### config.mk
export PLATFORM = sky130hd
export DESIGN_NAME = line_buf_ctrl
export DESIGN_NICKNAME = d
export VERILOG_FILES = /design/src/rtl/line_buf_ctrl.sv
export SDC_FILE = /design/constraint.sdc
export NUM_CORES = 1
export LEC_CHECK = 0
export ABC_CLOCK_PERIOD_IN_PS = 6000
export CAP_MARGIN = 10
export CORE_ASPECT_RATIO = 0.75
export CORE_MARGIN = 3
export CORE_UTILIZATION = 38
export DETAILED_ROUTE_END_ITERATION = 12
export HOLD_SLACK_MARGIN = 0.12
export PLACE_DENSITY = 0.66
export SLEW_MARGIN = 10
export SYNTH_ARGS = -nofsm -noshare
export SYNTH_HDL_FRONTEND = slang
export SYNTH_SLANG_ARGS = --single-unit
### constraint.sdc
create_clock -name clk -period 6 [get_ports clk]
set_clock_uncertainty 0.2 [all_clocks]
set_input_delay 0.6 -clock clk [delete_from_list [all_inputs] [get_ports clk]]
set_output_delay 0.6 -clock clk [all_outputs]
set_load 0.1 [all_outputs]
### src/rtl/line_buf_ctrl.sv
// Address/strobe sequencer for the three-line RAM buffer of the CCD edge path.
// Optional protocol error counter enabled by defining LBC_ERR_CNT_EN.
module line_buf_ctrl #(
  parameter int LINE_WIDTH   = 640,
  parameter int FRAME_HEIGHT = 480,
  parameter int RD_LAT       = 1
) (
  input  logic       clk,
  input  logic       rst,
  input  logic       in_valid,
  input  logic       in_sof,
  output logic       rama_wren,
  output logic       ramb_wren,
  output logic       ramc_wren,
  output logic       rama_rden,
  output logic       ramb_rden,
  output logic       ramc_rden,
  output logic [9:0] rama_wradd,
  output logic [9:0] ramb_wradd,
  output logic [9:0] ramc_wradd,
  output logic [9:0] rama_rdadd,
  output logic [9:0] ramb_rdadd,
  output logic [9:0] ramc_rdadd,
  output logic       win_valid,
  output logic [9:0] win_col,
  output logic [1:0] win_sel,
  output logic       frame_done,
  output logic [7:0] err_cnt
);

  typedef enum logic [1:0] {IDLE, FILL0, FILL1, RUN} state_t;

  localparam logic [9:0]  COL_LAST = 10'(LINE_WIDTH - 1);
  localparam logic [11:0] ROW_LAST = 12'(FRAME_HEIGHT - 1);

  state_t      state, state_nxt, state_e;
  logic [9:0]  col, col_nxt, col_e;
  logic [11:0] row, row_nxt, row_e;
  logic [1:0]  sel, sel_nxt, sel_e;
  logic        accept, restart, line_end, frame_end;
  logic [2:0]  wren_d, rden_d, wren_q, rden_q;
  logic [9:0]  wradd_q [3];
  logic [9:0]  rdadd_q [3];
  logic [9:0]  rd_col_q;
  logic [1:0]  rd_sel_q;
  logic        frame_done_q;
  logic        win_v_pipe [RD_LAT];
  logic [9:0]  win_c_pipe [RD_LAT];
  logic [1:0]  win_s_pipe [RD_LAT];

  // A start-of-frame pixel overrides the current position and is itself column 0.
  assign restart   = in_valid && in_sof;
  assign accept    = in_valid && (in_sof || state != IDLE);
  assign state_e   = restart ? FILL0 : state;
  assign col_e     = restart ? '0 : col;
  assign row_e     = restart ? '0 : row;
  assign sel_e     = restart ? '0 : sel;
  assign line_end  = (col_e == COL_LAST);
  assign frame_end = line_end && (row_e == ROW_LAST);

  // NOTE: sequential state uses non-blocking assignments so every flop samples pre-edge values.
  always_ff @(posedge clk or posedge rst) begin
    if (rst) begin
      state <= IDLE;
      col   <= '0;
      row   <= '0;
      sel   <= '0;
    end else begin
      state <= state_nxt;
      col   <= col_nxt;
      row   <= row_nxt;
      sel   <= sel_nxt;
    end
  end

  // NOTE: every combinational output gets a default first, so no path infers a latch.
  always_comb begin
    state_nxt = state;
    col_nxt   = col;
    row_nxt   = row;
    sel_nxt   = sel;
    if (accept) begin
      if (frame_end) begin
        state_nxt = IDLE;
        col_nxt   = '0;
        row_nxt   = '0;
        sel_nxt   = '0;
      end else if (line_end) begin
        col_nxt   = '0;
        row_nxt   = row_e + 12'd1;
        sel_nxt   = (sel_e == 2'd2) ? 2'd0 : sel_e + 2'd1;
        state_nxt = (state_e == FILL0) ? FILL1 : RUN;
      end else begin
        state_nxt = state_e;
        col_nxt   = col_e + 10'd1;
        row_nxt   = row_e;
        sel_nxt   = sel_e;
      end
    end
  end

  always_comb begin
    wren_d = '0;
    rden_d = '0;
    if (accept) begin
      wren_d = 3'b001 << sel_e;
      if (state_e == RUN) rden_d = ~wren_d;
    end
  end

  always_ff @(posedge clk or posedge rst) begin
    if (rst) begin
      wren_q       <= '0;
      rden_q       <= '0;
      frame_done_q <= 1'b0;
      rd_col_q     <= '0;
      rd_sel_q     <= '0;
      for (int i = 0; i < 3; i++) begin
        wradd_q[i] <= '0;
        rdadd_q[i] <= '0;
      end
    end else begin
      wren_q       <= wren_d;
      rden_q       <= rden_d;
      frame_done_q <= accept && frame_end;
      if (|rden_d) begin
        rd_col_q <= col_e;
        rd_sel_q <= sel_e;
      end
      for (int i = 0; i < 3; i++) begin
        if (wren_d[i]) wradd_q[i] <= col_e;
        if (rden_d[i]) rdadd_q[i] <= col_e;
      end
    end
  end

  // NOTE: the window delay line is a handful of flops, so it is reset like any other state; win_valid must drop with rst.
  always_ff @(posedge clk or posedge rst) begin
    if (rst) begin
      for (int i = 0; i < RD_LAT; i++) begin
        win_v_pipe[i] <= 1'b0;
        win_c_pipe[i] <= '0;
        win_s_pipe[i] <= '0;
      end
    end else begin
      win_v_pipe[0] <= |rden_q;
      win_c_pipe[0] <= rd_col_q;
      win_s_pipe[0] <= rd_sel_q;
      for (int i = 1; i < RD_LAT; i++) begin
        win_v_pipe[i] <= win_v_pipe[i-1];
        win_c_pipe[i] <= win_c_pipe[i-1];
        win_s_pipe[i] <= win_s_pipe[i-1];
      end
    end
  end

`ifdef LBC_ERR_CNT_EN
  logic [7:0] err_q;

  // Short frame and short line on the same sof pixel count as one error.
  always_ff @(posedge clk or posedge rst) begin
    if (rst) begin
      err_q <= '0;
    end else if (restart && (state != IDLE || col != '0) && err_q != 8'hFF) begin
      err_q <= err_q + 8'd1;
    end
  end

  assign err_cnt = err_q;
`else
  assign err_cnt = '0;
`endif

  assign {ramc_wren, ramb_wren, rama_wren} = wren_q;
  assign {ramc_rden, ramb_rden, rama_rden} = rden_q;
  assign rama_wradd = wradd_q[0];
  assign ramb_wradd = wradd_q[1];
  assign ramc_wradd = wradd_q[2];
  assign rama_rdadd = rdadd_q[0];
  assign ramb_rdadd = rdadd_q[1];
  assign ramc_rdadd = rdadd_q[2];
  assign frame_done = frame_done_q;
  assign win_valid  = win_v_pipe[RD_LAT-1];
  assign win_col    = win_c_pipe[RD_LAT-1];
  assign win_sel    = win_s_pipe[RD_LAT-1];

endmodule
=== Word-level counts from Yosys, hierarchy flattened ===
Cells that the tools add are included.

* Word-level logic and storage cells: 53
* Output and inout port bits: 88
* Register bits: 118
* Bits of input ports: 4

* Equality and inequality tests: 5
* Shift operators: 1
* Add/subtract/negate cells: 3
* Bitwise logic cells: 1
* Reduce and logical (&&, ||, !) cells: 8
* Muxes and demuxes: 17

{| class="wikitable"
|+ Operator list
! operator !! count
|-
| 12-bit 2-to-1 mux || 3
|-
| 10-bit 2-to-1 mux || 3
|-
| 2-bit 2-to-1 mux || 7
|-
| 12-bit by 1-bit adder with 12-bit output, second input constant || 1
|-
| 12-bit by 9-bit equality test with 1-bit output, second input constant || 1
|-
| 10-bit by 1-bit adder with 10-bit output, second input constant || 1
|-
| 10-bit equality test, second input constant || 1
|-
| 3-bit 2-to-1 mux || 3
|-
| 3-bit OR reduction || 2
|-
| 2-bit equality test, second input constant || 2
|-
| 1-bit logical AND || 4
|-
| 3-bit inverter || 1
|-
| 1-bit by 2-bit left shift with 3-bit output, first input constant || 1
|-
| 2-bit by 1-bit adder with 2-bit output, second input constant || 1
|-
| 2-bit by 1-bit equality test with 1-bit output, second input constant || 1
|-
| 2-bit nonzero test || 1
|-
| 1-bit logical OR || 1
|-
| 1-bit 2-to-1 mux || 1
|}

=== Depth between registers and ports, before layout ===
Gate-level depths: netlist of run 1.

* Word-level depth: 7
* Mapped depth: 12
* Depth with buffers taken out: 9

=== Worst setup path before layout of run 1 ===
Ideal clock, no wire load.

* Kind: input to register
* Start point: in in_sof
* End point: reg row[5]
* Setup slack: 2.952 ns
* Arrival: 2.766 ns
* Buffers on the path: 3
* Data required time: 5.717 ns
* Stages: 12
* Setup time: 0.083 ns
* Cell sequence: buf_2 -> nand2_1 -> clkbuf_1 -> nand2_1 -> inv_1 -> ha_1 -> nand3_1 -> nor4_4 -> buf_6 -> nand4_1 -> or4_1 -> o21ai_0

* Word-level cells in the longest chain between the ends: 5
* Elaborated cells on any way between the ends: 11
* Classes of those cells: add/sub (1); eq/ne (2); mux (4); reduce/logical (4)

{| class="wikitable"
|+ Ends and longest elaborated chain
! what !! RTL line !! text
|-
| start: declaration || 11 || <nowiki>input logic in_sof,</nowiki>
|-
| 1-bit logical AND (*) || 52 || <nowiki>assign restart = in_valid && in_sof;</nowiki>
|-
| 10-bit 2-to-1 mux (*) || 55 || <nowiki>assign col_e = restart ? '0 : col;</nowiki>
|-
| net col_e[1] || 37 || <nowiki>logic [9:0] col, col_nxt, col_e;</nowiki>
|-
| 10-bit equality test (*) || 58 || <nowiki>assign line_end = (col_e == COL_LAST);</nowiki>
|-
| 12-bit 2-to-1 mux or 1-bit logical AND (tied branches) || 88, 59 ||
|-
| 12-bit 2-to-1 mux (*) || 83 || <nowiki>if (frame_end) begin</nowiki>
|-
| end signal: assignment || 71 || <nowiki>row <= row_nxt;</nowiki>
|-
| end: declaration || 38 || <nowiki>logic [11:0] row, row_nxt, row_e;</nowiki>
|}

The timed path passes the listed nets; every way through them passes the cells marked *.
A chain may end at the register's enable or synchronous reset.

=== Worst setup path in the final report of run 1 ===
* Start point: in in_valid
* End point: reg row[4]

* Word-level cells in the longest chain between the ends: 5
* Elaborated cells on any way between the ends: 10
* Classes of those cells: add/sub (1); eq/ne (2); mux (4); reduce/logical (3)

{| class="wikitable"
|+ Ends and longest elaborated chain
! what !! RTL line !! text
|-
| start: declaration || 10 || <nowiki>input logic in_valid,</nowiki>
|-
| 1-bit logical AND (*) || 52 ||
|-
| 10-bit 2-to-1 mux (*) || 55 ||
|-
| net col_e[0] || 37 ||
|-
| 10-bit equality test (*) || 58 ||
|-
| 12-bit 2-to-1 mux or 1-bit logical AND (tied branches) || 88, 59 ||
|-
| 12-bit 2-to-1 mux (*) || 83 ||
|}

Marks and branches as above.

==> metrics.txt, run 1 <==
outcome=complete, no violations; vias in the first global route=3513; GRT Total Usage=18.40%; Reg clk slew, reported paths=60 ps; hold path start=rd_col_q[5]; Net Sw Frac=36.10%; CP max stage delay=670 ps; Int Pwr=1.677 mW; PortBufs=83; commonest cells after routing, fill and taps aside=dfrtp_1, nand2_1, o21ai_0; cell repeated most along the worst path=nand2_1; Die X=134.8 um; grt met3 use=7.024%; Yosys warnings=0; Pwr Density=420.2 nW/um^2; CP startpoint=in_valid; final setup fails=0; IO Pins=92; worst-margin pin slew=1037 ps; starting density of the core=39.84%; flip-flop and latch area=2953 sq um; die area=13830 sq um; gpl congestion=0.8822; area taken by multi-input logic gates=1565 sq um; async set-reset flop share out of synthesis=100.0%; initial antenna violation count=0; Cell variety after synth=44; Rows=34; crit path max fanout=25; Resize count post-CTS=0; Num CTS Buffers=17; Global Route met2 Usage=26.05%; Switch Pwr=947.3 uW; cell taking the most area after synthesis=dfrtp_1; Main synth FF type=dfrtp_1; clock latency on the worst-skew pair=410 ps; Worst Reg2Reg Path Length in Cells=9; slew margin rel.=30.63%; Core ar.=11870 sq um; commonest non-fill, non-tap cell in the layout=dfrtp_1; Crit path arrival time=3990 ps; Critical R2R Launch=col[0]; total grt overflow=0; reg2reg setup slack=3170 ps; Placement Cell Area=5637 sq um; Buf/Inv on CP=3; Critical Path End=row[4]; cells along the critical path=clkdlybuf4s50_1 -> nand2_1 -> nand2_1 -> inv_1 -> ha_1 -> nand3_1 -> nor4_4 -> buf_4 -> nand2_1 -> o311ai_0 -> o41ai_1; GRT busiest layer=met1; dpl cells=674; CTS Buffer Depth=2; Vert. Die Dim=102.6 um; hold_ws=166.4 ps; vias per inst=5.123; vias after detailed routing=3617; Mean Syn Cell Area=10.46 sq um; DRT Wirelength=12010 um; Fmax=254.6 MHz; Setup Slack @ Placement=1768 ps; WL per Instance=17.00 um; cell area after layout=6245 sq um; cell area after synthesis=4728 sq um; Max-Cap Viols=0; utilization after layout=52.61%; Tot Pwr=2.624 mW; pin count of the biggest net entering global routing=71; fin nets=537; LEAKAGE=2.755 nW; sequential fraction of the synthesis area=62.45%; Post-CTS Hold Buffers=0; RSZ-0062 raised after global routing=false; Crit path max-delay family=simple AND/OR/NAND/NOR gates; number of nets with antenna violations after routing=0; critical path class=input port to flip-flop; Pins Over Slew Limit=0; WP depth=11; Slowest-stage cell, CP=nand2_1; initial DRC count=316; first-pass GRT wire length=19230 um; ant diodes=0; sequential power share=35.6%; Post-CTS Setup Inserts=0; Clock Power Share=39.1%; met1 usage=26.46%; Post-synth EDFFs=0; CTS tree=built; # fillers=1003; Peak VDD IR=259.6 uV; setup TNS=0 ps; final worst slack=2072 ps; HP Class=flip-flop to flip-flop; clk root buf=clkbuf_16; Area growth, synth to finish=32.07%; CP Capture Type=flip-flop; Synth top area share=62.45%; DR pass1 iterations=5; Reg-to-Reg End=row[4]; Req. time, crit path=6060 ps; Yosys reg bits=118; share of layout cells above drive strength 1=9.559%; post-synthesis cell count=452; Comb pwr share=25.4%; non-filler cells, final=706; Final min period=3928 ps; critical path startpoint category=input port; synth top area cells=dfrtp_1, o21ai_0, nand2_1; Hold Vio Cnt, Final=0; period utilization=65.46%; drt drc=0; hpwl dp=7846 um; H-tree depth=4; # clock sinks=118
[synth_stat cells (2+ instances only)]
cell and number:
buf_6 2, or3_1 3, nand2_1 90, and3_1 3, nand4b_1 2, inv_1 16, buf_2 5, o211ai_1 2
a22o_1 3, nand4_1 8, a21oi_1 16, nand3b_1 3, clkbuf_1 17, a31o_2 2, o21ai_0 84, and2_1 4
a31oi_1 4, ha_1 2, o31ai_1 3, or4_1 2, nand2b_1 5, dfrtp_1 118, nor3_1 9, nand3_1 5
mux2_2 10, buf_4 8, nor2_1 9
[registers in the layout, indices dropped and copies added (netlist names)]
name        cells
col            10
frame_done      1
rama_rdadd     10
rama_wradd     10
ramb_rdadd     10
ramb_wradd     10
ramc_rdadd     10
ramc_wradd     10
rd_col_q       10
rd_sel_q        2
rden_q          3
row            12
sel             2
state           2
win_col        10
win_sel         2
win_valid       1
wren_q          3
[power by group through the flow]
stage / Clock [mW] / Sequential [mW] / Combinational [mW]
5_1_grt: 1.09 / 0.945 / 0.693
6_report: 1.02 / 0.934 / 0.665
3_5_place_dp: 0 / 0.946 / 0.667
2_1_floorplan: 0 / 1.32 / 0.125
3_3_place_gp: 0 / 0.943 / 0.663
4_1_cts: 1.04 / 0.935 / 0.669
[cell type report]
| type | count | area share (%) |
|---|---|---|
| timing repair buffer | 86 | 13.66 |
| multi-input combinational | 292 | 25.07 |
| tap | 162 | 3.246 |
| sequential | 118 | 47.29 |
| clock buffer | 19 | 7.253 |
| inverter | 16 | 1.002 |
| clock inverter | 13 | 2.484 |
[worst min-delay path by stage]
| stage | to | slack (ps) | cells after the start |
|---|---|---|---|
| final | win_col[5] | 170 | 0 |
| after detailed placement | win_sel[1] | 160 | 0 |
| after CTS | win_col[5] | 170 | 0 |
| after global routing | win_sel[1] | 180 | 0 |
| after floorplan | win_col[0] | 150 | 0 |
| after global placement | win_col[0] | 160 | 0 |
[cell families (layout without fill, tap and decap cells)]
kind of cell,count (synthesis),count (layout),share of synthesized area [%]
other,1,8,0.07931
AOI/OAI and AO/OA,123,123,14.61
DFF,118,118,62.45
adders and majority gates,2,2,0.5292
buffers and inverters,49,134,5.001
and+or+nand+nor,149,149,14.95
muxes,10,10,2.382
[layer usage]
metal | wire, um | part of all wire (%)
met1 | 5725 | 48
met2 | 5235 | 44
met3 | 980 | 8.2
met4 | 62 | 0.52
met5 | 0 | 0
Note: power is estimated with default switching activity, not from simulation.
==> inputs of run 2 (changes only) <==
--- a/config.mk
+++ b/config.mk
@@ -5,14 +5,14 @@
 export SDC_FILE = /design/constraint.sdc
 export NUM_CORES = 1
 export LEC_CHECK = 0
-export ABC_CLOCK_PERIOD_IN_PS = 6000
+export ABC_CLOCK_PERIOD_IN_PS = 3200
 export CAP_MARGIN = 10
 export CORE_ASPECT_RATIO = 0.75
 export CORE_MARGIN = 3
 export CORE_UTILIZATION = 38
 export DETAILED_ROUTE_END_ITERATION = 12
 export HOLD_SLACK_MARGIN = 0.12
-export PLACE_DENSITY = 0.66
+export PLACE_DENSITY = 0.68
 export SLEW_MARGIN = 10
 export SYNTH_ARGS = -nofsm -noshare
 export SYNTH_HDL_FRONTEND = slang
==> constraint.sdc (replaced) <==
create_clock -name clk -period 3.2 [get_ports clk]
set_clock_uncertainty 0.2 [all_clocks]
set_input_delay 0.32 -clock clk [delete_from_list [all_inputs] [get_ports clk]]
set_output_delay 0.32 -clock clk [all_outputs]
set_load 0.1 [all_outputs]
==> metrics.txt, run 2 (same netlist as run 1, synthesis figures left out) <==
outcome=complete, no violations; initial DRC count=378; Crit path max-delay family=simple AND/OR/NAND/NOR gates; drt drc=0; commonest non-fill, non-tap cell in the layout=dfrtp_1; starting density of the core=39.84%; commonest cells after routing, fill and taps aside=dfrtp_1, buf_4, nand2_1; worst-margin pin slew=969.8 ps; DRT Wirelength=11930 um; non-filler cells, final=716; clock latency on the worst-skew pair=410 ps; total grt overflow=0; Pwr Density=816.4 nW/um^2; first-pass GRT wire length=19330 um; Pins Over Slew Limit=0; H-tree depth=4; vias in the first global route=3621; critical path class=input port to flip-flop; hpwl dp=8057 um; gpl congestion=0.8173; crit path max fanout=11; die area=13830 sq um; clk root buf=clkbuf_16; Fmax=377.4 MHz; Num CTS Buffers=17; final setup fails=0; LEAKAGE=2.996 nW; fin nets=549; period utilization=82.81%; cell repeated most along the worst path=nand2_1; vias after detailed routing=3624; Post-CTS Setup Inserts=0; CP Capture Type=flip-flop; Core ar.=11870 sq um; CP max stage delay=420 ps; sequential power share=34.6%; Die X=134.8 um; vias per inst=5.061; Req. time, crit path=3300 ps; Net Sw Frac=34.78%; PortBufs=83; HP Class=flip-flop to flip-flop; Clock Power Share=41.1%; CTS tree=built; initial antenna violation count=1; Crit path arrival time=2750 ps; Tot Pwr=5.053 mW; max reg flops=12; cells along the critical path=clkdlybuf4s50_1 -> nand2_1 -> nand2_1 -> inv_1 -> ha_1 -> nand3_1 -> nor4_4 -> buf_4 -> a21oi_1 -> a31o_2 -> a22o_1; ant diodes=0; Switch Pwr=1.757 mW; Vert. Die Dim=102.6 um; Max-Cap Viols=0; Hold Vio Cnt, Final=0; Placement Cell Area=5545 sq um; Peak VDD IR=519.1 uV; RSZ-0062 raised after global routing=false; WL per Instance=16.67 um; reg2reg setup slack=560 ps; dpl cells=686; setup TNS=0 ps; CTS Buffer Depth=2; pin count of the biggest net entering global routing=119; critical path startpoint category=input port; Comb pwr share=24.3%; slew margin rel.=35.14%; Resize count post-CTS=0; Post-CTS Hold Buffers=0; largest reg by FF count=row; Buf/Inv on CP=3; share of layout cells above drive strength 1=25.09%; Rows=34; Final min period=2650 ps; cell area after layout=6190 sq um; Slowest-stage cell, CP=clkdlybuf4s50_1; # clock sinks=118; number of nets with antenna violations after routing=0; DR pass1 iterations=5; Reg clk slew, reported paths=50 ps; GRT Total Usage=18.25%; Area growth, synth to finish=30.91%; IO Pins=92; Int Pwr=3.296 mW
==> run 2: power groups by stage <==
stage | Clock (mW) | Sequential (mW) | Combinational [mW]
6_report | 2.08 | 1.75 | 1.23
5_1_grt | 2.18 | 1.77 | 1.28
4_1_cts | 2.11 | 1.75 | 1.24
3_5_place_dp | 0 | 1.77 | 1.23
3_3_place_gp | 0 | 1.77 | 1.22
2_1_floorplan | 0 | 2.48 | 0.235
==> run 2: layout make-up <==
cell class,instances,area [sq um]
Clock buffer,21,470.5
Clock inverter,9,173.9
Fill cell,1034,5679
Inverter,16,63.81
Multi-Input combinational cell,292,1565
Sequential cell,118,2953
Tap cell,162,202.7
Timing Repair Buffer,98,760.7
==> run 2: worst paths after layout <==
path	from	to	cells after the start
min reg2reg	rd_sel_q[0]	win_sel[0]	0
min in group asynchronous	rst	win_valid	3
max in group asynchronous	rst	ramc_wradd[2]	3
max reg2reg	col[0]	row[3]	9
min	rd_sel_q[0]	win_sel[0]	0
max	in_valid	row[3]	11
==> run 2: routing by layer <==
layer	vias to the layer above	global-route usage, %	wire length [um]
met1	1772	26.28	5798
met3	9	5.610	842
met5	-	0	0
met2	119	26.32	5217
li1	1724	-	-
met4	0	6.260	74
==> run 2: through the flow <==
stage,hold slack [ps],setup WS [ps],util [%]
2_1_floorplan,148.6,431.6,-
3_3_place_gp,157.4,260.6,46.72
3_5_place_dp,160.9,175.7,46.72
4_1_cts,171.8,562.9,52.15
5_1_grt,182.0,344.0,52.15
6_report,170.0,550.0,52.15
==> inputs of run 3 (changes only) <==
--- a/config.mk
+++ b/config.mk
@@ -5,14 +5,14 @@
 export SDC_FILE = /design/constraint.sdc
 export NUM_CORES = 1
 export LEC_CHECK = 0
-export ABC_CLOCK_PERIOD_IN_PS = 3200
+export ABC_CLOCK_PERIOD_IN_PS = 2600
 export CAP_MARGIN = 10
 export CORE_ASPECT_RATIO = 0.75
 export CORE_MARGIN = 3
 export CORE_UTILIZATION = 38
 export DETAILED_ROUTE_END_ITERATION = 12
 export HOLD_SLACK_MARGIN = 0.12
-export PLACE_DENSITY = 0.68
+export PLACE_DENSITY = 0.66
 export SLEW_MARGIN = 10
 export SYNTH_ARGS = -nofsm -noshare
 export SYNTH_HDL_FRONTEND = slang
==> constraint.sdc (replaced) <==
create_clock -name clk -period 2.6 [get_ports clk]
set_clock_uncertainty 0.2 [all_clocks]
set_input_delay 0.26 -clock clk [delete_from_list [all_inputs] [get_ports clk]]
set_output_delay 0.26 -clock clk [all_outputs]
set_load 0.1 [all_outputs]
==> metrics.txt, run 3 (same netlist as run 1, synthesis figures left out) <==
Worst Reg2Reg Path Length in Cells=9; Final min period=2390 ps; WL per Instance=16.59 um; area taken by multi-input logic gates=1565 sq um; LEAKAGE=3.086 nW; vias in the first global route=3695; initial DRC count=291; DRT Wirelength=12280 um; # fillers=1041; ant diodes=0; vias per inst=5.082; reg2reg setup slack=210 ps; largest reg by FF count=row; hpwl dp=8382 um; final setup fails=0; HP Class=flip-flop to flip-flop; Fmax=418.5 MHz; commonest cells after routing, fill and taps aside=dfrtp_1, buf_4, nand2_1; CP startpoint=col[1]; gpl congestion=0.8807; crit path max fanout=10; Area growth, synth to finish=34.29%; Peak VDD IR=751.5 uV; Core ar.=11870 sq um; number of nets with antenna violations after routing=0; PortBufs=83; dpl cells=707; pin count of the biggest net entering global routing=68; Slowest-stage cell, CP=dfrtp_1; Req. time, crit path=2730 ps; CP Capture Type=flip-flop; outcome=complete, no violations; # clock sinks=118; Critical R2R Launch=col[1]; Post-CTS Setup Inserts=0; flip-flop and latch area=2953 sq um; CP max stage delay=430 ps; GRT Total Usage=18.65%; drt drc=0; Reg clk slew, reported paths=60 ps; final worst slack=210.4 ps; starting density of the core=39.84%; vias after detailed routing=3761; Hold Vio Cnt, Final=0; CTS tree=built; Rows=34; IO Pins=92; initial antenna violation count=2; RSZ-0062 raised after global routing=false; DR pass1 iterations=5; Num CTS Buffers=17; worst-margin pin slew=590.1 ps; Max-Cap Viols=0; Die X=134.8 um; Reg-to-Reg End=row[5]; period utilization=91.91%; cells along the critical path=nand2_1 -> inv_1 -> ha_1 -> nand3_1 -> nor4_4 -> buf_4 -> nand4_1 -> or4_1 -> o21ai_0; utilization after layout=53.50%; Critical Path End=row[5]; fin nets=571; Tot Pwr=6.180 mW; Crit path arrival time=2520 ps; critical path startpoint category=flip-flop; slew margin rel.=60.66%; clk root buf=clkbuf_16; first-pass GRT wire length=19770 um; Pwr Density=973.3 nW/um^2; Setup Slack @ Placement=-151.5 ps; H-tree depth=4; clock latency on the worst-skew pair=420 ps; CTS Buffer Depth=2; total grt overflow=0; max reg flops=12; commonest non-fill, non-tap cell in the layout=dfrtp_1; non-filler cells, final=740; Pins Over Slew Limit=0; share of layout cells above drive strength 1=28.37%; Vert. Die Dim=102.6 um; critical path class=flip-flop to flip-flop; die area=13830 sq um
[run 3: layer usage]
metal,global-route usage [%],share of wire [%],up-vias
met5,0,0,-
met4,7.590,1.5,0
met3,5.463,6.7,17
met2,26.78,44,139
met1,26.66,48,1829
li1,-,-,1776
[run 3: through the flow]
| step | cell area, sq um | hold WS (ps) | setup TNS (ps) |
|---|---|---|---|
| after CTS | 6350 | 168.4 | 0 |
| after global routing | 6350 | 171.9 | 0 |
| final | 6350 | 170.6 | 0 |
| after detailed placement | 5710 | 159.6 | -737.1 |
| after floorplan | 4761 | 148.6 | 0 |
| after global placement | 5710 | 156.7 | -111.0 |
[run 3: power by group]
part	internal, mW	total [mW]	switching, mW
combinational	0.290	1.54	1.25
sequential	2.02	2.15	0.123
clock	1.61	2.49	0.882
total	3.93	6.18	2.25
[run 3: layout make-up]
type | instances | area share [%]
Timing Repair Buffer | 120 | 14.74
Sequential cell | 118 | 46.50
Multi-Input combinational cell | 292 | 24.65
Clock inverter | 14 | 3.153
Inverter | 16 | 1.005
Clock buffer | 18 | 6.759
Tap cell | 162 | 3.192
[run 3: how the worst min path moves through the flow]
stage,cells past startpoint,from,slack [ps],to
final,0,rd_col_q[0],170,win_col[0]
after global placement,0,rd_col_q[2],160,win_col[2]
after CTS,0,rd_col_q[0],170,win_col[0]
after floorplan,0,rd_col_q[0],150,win_col[0]
after global routing,0,rd_col_q[0],170,win_col[0]
after detailed placement,0,rd_col_q[0],160,win_col[0]
[run 3: what timing repair did]
| action | in CTS | in global routing |
|---|---|---|
| resized for setup | 0 | 1 |
| hold buffers | 1 | 0 |
| setup endpoints to repair | 0 | 1 |
| hold endpoints to repair | 12 | 0 |
[run 3: critical path, delay by kind of cell (launching register included)]
| kind | cells | cell delay (ps) |
|---|---|---|
| simple gates | 5 | 1100 |
| flops | 1 | 430 |
| buf+inv | 2 | 300 |
| fa+ha+maj | 1 | 210 |
| compound gates | 1 | 80 |
